===== config.mk =====
export PLATFORM = sky130hd
export DESIGN_NAME = event_reader
export DESIGN_NICKNAME = d
export VERILOG_FILES = /design/src/rtl/event_reader_pkg.sv /design/src/rtl/event_reader_timeout.sv /design/src/rtl/event_reader.sv
export SDC_FILE = /design/constraint.sdc
export NUM_CORES = 2
export LEC_CHECK = 0
export CORE_AREA = 2 2 434 436
export CTS_BUF_LIST = sky130_fd_sc_hd__clkbuf_2
export CTS_CLUSTER_DIAMETER = 100
export DETAILED_ROUTE_END_ITERATION = 6
export DIE_AREA = 0 0 436 438
export GPL_TIMING_DRIVEN = 0
export PLACE_DENSITY = 0.49
export SYNTH_ARGS = -nofsm -noshare
export SYNTH_HDL_FRONTEND = slang
export SYNTH_SLANG_ARGS = --single-unit

===== constraint.sdc =====
create_clock -name clk -period 47.2 [get_ports clk]
set_input_delay 4.72 -clock clk [delete_from_list [all_inputs] [get_ports clk]]
set_output_delay 4.72 -clock clk [all_outputs]
set_load 0.02 [all_outputs]

===== src/rtl/event_reader_pkg.sv =====
// ============================================================================
// event_reader_pkg : constants, event type and reader FSM states
// Rev 1.0
// ============================================================================
`default_nettype none

package event_reader_pkg;

    // Shared with the event writer: burst length and word width must match.
    localparam int WORDS_PER_EVENT = 16;
    localparam int WORD_WIDTH      = 64;
    localparam int WORD_IDX_WIDTH  = $clog2(WORDS_PER_EVENT);
    localparam int WORD_CNT_WIDTH  = $clog2(WORDS_PER_EVENT + 1);

    typedef logic [WORDS_PER_EVENT-1:0][WORD_WIDTH-1:0] event_t;
    typedef logic [WORD_CNT_WIDTH-1:0]                  word_cnt_t;

    localparam word_cnt_t WORDS_FULL = word_cnt_t'(WORDS_PER_EVENT);
    localparam word_cnt_t WORDS_LAST = word_cnt_t'(WORDS_PER_EVENT - 1);

    typedef enum logic [1:0] {
        IDLE    = 2'd0,
        READING = 2'd1,
        VALID   = 2'd2
    } reader_state_t;

endpackage

`default_nettype wire


===== src/rtl/event_reader_timeout.sv =====
// ============================================================================
// event_reader_timeout : starve counter, expires after TIMEOUT_CYCLES incs
// Rev 1.0
// ============================================================================
`default_nettype none

module event_reader_timeout #(
    parameter int TIMEOUT_CYCLES = 1024
) (
    input  logic clk,
    input  logic rst,
    input  logic clear_i,
    input  logic inc_i,
    output logic expired_o
);

    localparam int CNT_WIDTH = $clog2(TIMEOUT_CYCLES);
    localparam logic [CNT_WIDTH-1:0] c_last = CNT_WIDTH'(TIMEOUT_CYCLES - 1);

    logic [CNT_WIDTH-1:0] count_q;

    // Expires on the TIMEOUT_CYCLES-th consecutive increment and self-clears.
    assign expired_o = inc_i && (count_q == c_last);

    always_ff @(posedge clk or posedge rst) begin
        if (rst) begin
            count_q <= '0;
        end else if (clear_i || expired_o) begin
            count_q <= '0;
        end else if (inc_i) begin
            count_q <= count_q + CNT_WIDTH'(1);
        end
    end

endmodule

`default_nettype wire


===== src/rtl/event_reader.sv =====
// ============================================================================
// event_reader : pops WORDS_PER_EVENT FIFO words and presents one event
// Rev 1.0
// ============================================================================
`default_nettype none

module event_reader
    import event_reader_pkg::*;
#(
    parameter int TIMEOUT_CYCLES = 1024,
    parameter int COUNT_WIDTH    = 32
) (
    input  logic                   clk,
    input  logic                   rst,
    input  logic                   empty_i,
    input  logic [WORD_WIDTH-1:0]  dout_i,
    output logic                   rd_en_o,
    output event_t                 event_o,
    output logic                   event_valid_o,
    input  logic                   event_ready_i,
    output logic [COUNT_WIDTH-1:0] event_count_o,
    output logic                   timeout_o
);

    reader_state_t          state_q, state_d;
    word_cnt_t              issued_q, issued_d;
    word_cnt_t              received_q, received_d;
    event_t                 event_q, event_d;
    logic [COUNT_WIDTH-1:0] count_q, count_d;
    logic                   rd_q;

    logic                   w_rd_en;
    logic                   w_starved;
    logic                   w_expired;

    assign w_starved = (state_q == READING) && !rd_q;

    event_reader_timeout #(
        .TIMEOUT_CYCLES (TIMEOUT_CYCLES)
    ) u_timeout (
        .clk       (clk),
        .rst       (rst),
        .clear_i   (!w_starved),
        .inc_i     (w_starved),
        .expired_o (w_expired)
    );

    // Blocked in the timeout cycle so nothing is left in flight on the drop;
    // blocked under reset so every output reads 0 while rst is high.
    assign w_rd_en = !rst
                   && ((state_q == IDLE) || (state_q == READING))
                   && !empty_i
                   && (issued_q != WORDS_FULL)
                   && !w_expired;

    always_comb begin
        state_d    = state_q;
        issued_d   = issued_q;
        received_d = received_q;
        event_d    = event_q;
        count_d    = count_q;

        if (w_rd_en) begin
            issued_d = issued_q + word_cnt_t'(1);
        end

        if (rd_q) begin
            event_d[received_q[WORD_IDX_WIDTH-1:0]] = dout_i;
            received_d = received_q + word_cnt_t'(1);
        end

        case (state_q)
            IDLE: begin
                if (w_rd_en) begin
                    state_d = READING;
                end
            end
            READING: begin
                if (rd_q && (received_q == WORDS_LAST)) begin
                    state_d    = VALID;
                    issued_d   = '0;
                    received_d = '0;
                end else if (w_expired) begin
                    state_d    = IDLE;
                    issued_d   = '0;
                    received_d = '0;
                end
            end
            VALID: begin
                if (event_ready_i) begin
                    count_d = count_q + COUNT_WIDTH'(1);
                    state_d = IDLE;
                end
            end
            default: begin
                state_d = IDLE;
            end
        endcase
    end

    always_ff @(posedge clk or posedge rst) begin
        if (rst) begin
            state_q    <= IDLE;
            issued_q   <= '0;
            received_q <= '0;
            event_q    <= '0;
            count_q    <= '0;
            rd_q       <= 1'b0;
        end else begin
            state_q    <= state_d;
            issued_q   <= issued_d;
            received_q <= received_d;
            event_q    <= event_d;
            count_q    <= count_d;
            rd_q       <= w_rd_en;
        end
    end

    assign rd_en_o       = w_rd_en;
    assign event_o       = event_q;
    assign event_valid_o = (state_q == VALID);
    assign event_count_o = count_q;
    assign timeout_o     = w_expired;

endmodule

`default_nettype wire


==> key figures <==
Synthesis
  – Post-Syn Instances: 2479
  – Number of synthesized register bits: between 1000 and 1500
  – Number of library cell types mapped by synthesis: 44
  – Total number of yosys warnings: 0
  – Synth Net Count: 2556
  – Sequential share of the synthesized area: about two thirds
  – Mapped cell area: 0.0412 sq mm
  – Fraction of synthesis flops using an asynchronous set or reset pin: 100%
  – Synth Area per Inst: 16.6 sq um
  – EDFF count, synth: 0
  – Main synth FF type: dfrtp_1

Worst setup path
  – Master of the slowest instance on the critical path: clkdlybuf4s50_1
  – Top delay family on crit path: buffers and inverters
  – CP bufs+invs: 2
  – Peak fanout along the critical path: 5
  – Worst endpoint required time: 42480 ps
  – Worst path depth: 5
  – Cell Chain, Critical Path: clkdlybuf4s50_1, nor3_1, o31ai_1, nor2_1, clkdlybuf4s50_1
  – Startpoint kind of the worst setup timing path: primary input
  – Nature of the critical path endpoint: output pin
  – Delay of the slowest cell on the worst path: 730 ps
  – R2r worst-path depth: 5
  – Most used cell, CP: clkdlybuf4s50_1
  – Critical path class: in2out
  – CP arrival: ~6900 ps

Floorplanning
  – Die Outline Area: 0.191 sq mm
  – Floorplan row count: around 160
  – Die Ht: between 400 and 500 microns
  – Number of placed I/O pins: 1127
  – Core footprint: about 0.19 sq mm
  – Initial Utilization: 22.1%
  – Chip Width: 436 microns

STA
  – Worst clock skew: 161 ps
  – Final period util: 24.5%
  – Max Clk Rate: 86.3 MHz
  – RSZ-0062 raised after global routing: no
  – Final slew viol count: 0
  – Sum of negative setup slack: 0 ps
  – Final hold viol count: 0
  – Clock period minus worst slack: 11580 ps
  – Remaining max-slew budget at the tightest pin: 17.3%
  – Transition time of the tightest slew-check pin: 1240 ps
  – Final setup fails: 0
  – Final worst slack: 35620 ps

Placement
  – Count of input and output buffers: 1126
  – Dpl cells: 6111
  – Worst setup timing slack at the placement stage: roughly 36000 ps
  – Final HPWL from detailed placement: 123 mm
  – Gpl congestion: 0.794

Cells and area
  – Fin nets: 4022
  – Synthesis-to-layout area growth: 42.1%
  – Share of final-layout standard cells stronger than drive strength 1: 37.0%
  – Count of placed standard cells in the final layout, fillers left out: about 6600

Pwr
  – Power density normalized to cell area: 77.3 mW/mm^2
  – Leakage power total: 25.0 nW
  – Peak VDD IR: approximately 0.034 mV

Hold path
  – Hold crit path type: reg2reg
  – Count of cells along the worst hold path: 1

Detailed routing
  – Detailed-route wire length: 170 mm
  – Total vias in the final route: 27500
  – Remaining design rule violation count: 0
  – First drt pass iteration count: 5
  – ANT nets after route: 0
  – Via density: 4.14
  – Detailed-route wire length per cell: 25.6 microns
  – Drt first-iter violations: 956

Global routing
  – Overflow left after global routing: 0
  – First-pass GRT wire length: roughly 230 mm
  – Number of global-route vias before repair: about 29000
  – Combined global-route utilization of all metal layers: 17.3%
  – Number of antenna violations at the first check in global routing: 11
  – Largest net degree at the start of global routing: 118

Status
  – Status: complete, no violations

CTS
  – Clk Tree Root Cell: clkbuf_2
  – Number of H-tree levels: 5
  – CTS Hold Bufs: 0
  – Latest clock arrival within the worst-skew pair: 1760 ps
  – CTS clk-pin slew, worst paths: 80 ps
  – Inserted Clock Buffers: 327
  – Count of clock tree sinks: 1079
  – Clock tree from TritonCTS: built
  – Bufs on Longest Clock Path: 4
  – Buffers inserted during post-CTS setup optimization: 0
  – CTS-repair resized insts: 0

Run
  – Number of violations of the max-capacitance limit: 0
cell type report:
type / count / area [sq um]
Fill cell: 19200 / 128000
Sequential cell: 1079 / 27000
Multi-Input combinational cell: 1222 / 12900
Timing Repair Buffer: 1137 / 11600
Tap cell: 2495 / 3120
Clock buffer: 464 / 2320
Buffer: 169 / 1290
Clock inverter: 47 / 327
Inverter: 9 / 41.3
Antenna cell: 12 / 30.0
cell usage after synthesis (6+ instances only):
master | instances | area, sq um
and2_1 | 6 | 37.5
nand2_2 | 8 | 50.1
nand3_1 | 18 | 90.1
mux2_2 | 910 | 10200
xor2_1 | 15 | 131
inv_1 | 9 | 33.8
buf_6 | 71 | 800
mux2_1 | 115 | 1290
dfrtp_1 | 1079 | 27000
nand4_1 | 18 | 113
ha_1 | 9 | 113
nand2_1 | 17 | 63.8
nor3_1 | 7 | 35.0
clkbuf_1 | 65 | 244
buf_4 | 31 | 233
xnor2_1 | 28 | 245
nor2_1 | 21 | 78.8
kinds of logic (layout without fill, tap and decap cells):
group	count (synthesis)	count (layout)	synth area share, %
AOI/OAI and AO/OA	14	14	0.237
buffers and inverters	178	1826	3.20
muxes	1027	1027	28.0
DFF	1079	1079	65.5
adders and majority gates	9	9	0.273
and+or+nand+nor	129	129	1.88
xor gates and xnor gates	43	43	0.913
other	0	12	0
flip-flops by register name (all words and copies together) (netlist names):
signal,flops
u_timeout.count_q,10
event_o,1024
issued_q,5
received_q,5
event_count_o,32
state_q,2
rd_q,1
layer usage:
layer	vias up	global-route usage (%)	routed length, microns
li1	11800	-	-
met2	1044	30.1	86500
met3	283	6.02	12500
met1	14300	19.3	65100
met5	-	0	0
met4	0	7.14	5500
through the flow:
| stage | utilization (%) | power [mW] | area, sq um | hold slack, ps |
|---|---|---|---|---|
| after global placement | 29.8 | 3.87 | 55600 | 472 |
| final | 31.4 | 4.53 | 58600 | 492 |
| after CTS | 31.4 | 4.61 | 58600 | 499 |
| after floorplan | - | 2.62 | 41200 | 448 |
| after detailed placement | 30.0 | 3.88 | 55900 | 480 |
| after global routing | 31.4 | 4.76 | 58600 | 506 |
power by group:
part | internal, mW | switching [mW] | total (mW)
clock network | 0.285 | 0.416 | 0.700
logic | 1.09 | 1.14 | 2.23
registers | 1.37 | 0.233 | 1.61
total | 2.75 | 1.79 | 4.53
final timing paths:
check,start,end,slack (ps)
max in group asynchronous,rst,event_o[632],41230
worst max register to register,received_q[0],event_o[486],44680
min in group asynchronous,rst,u_timeout.count_q[0],3430
worst max-delay path,rst,rd_en_o,35620
worst min register to register,event_o[815],event_o[815],490
worst min-delay path,event_o[815],event_o[815],490
cell usage in the layout (no fill, tap or decap), types with 3 or more instances in the layout:
master / Yosys / final
nand4b_1: 3 / 3
clkbuf_2: 1 / 465
buf_4: 31 / 31
xnor2_1: 28 / 28
nand2_2: 8 / 8
nand2_4: 4 / 4
and4_1: 5 / 5
inv_1: 9 / 8
mux2_1: 115 / 115
nand2_1: 17 / 17
nand4_1: 18 / 18
xor2_1: 15 / 15
nor2_1: 21 / 21
buf_16: 0 / 11
clkinv_2: 0 / 5
clkbuf_1: 65 / 65
nor3b_1: 3 / 3
mux2_2: 910 / 910
buf_6: 71 / 71
a21oi_1: 3 / 3
nor3_1: 7 / 7
diode_2: 0 / 12
o21ai_0: 3 / 3
bufinv_16: 0 / 5
ha_1: 9 / 9
dfrtp_1: 1079 / 1079
and3_1: 5 / 5
clkinv_1: 0 / 31
clkdlybuf4s50_1: 0 / 1126
and2_1: 6 / 6
inv_2: 0 / 3
nand3_1: 18 / 18
No activity file was read; power rests on OpenSTA's default activity.
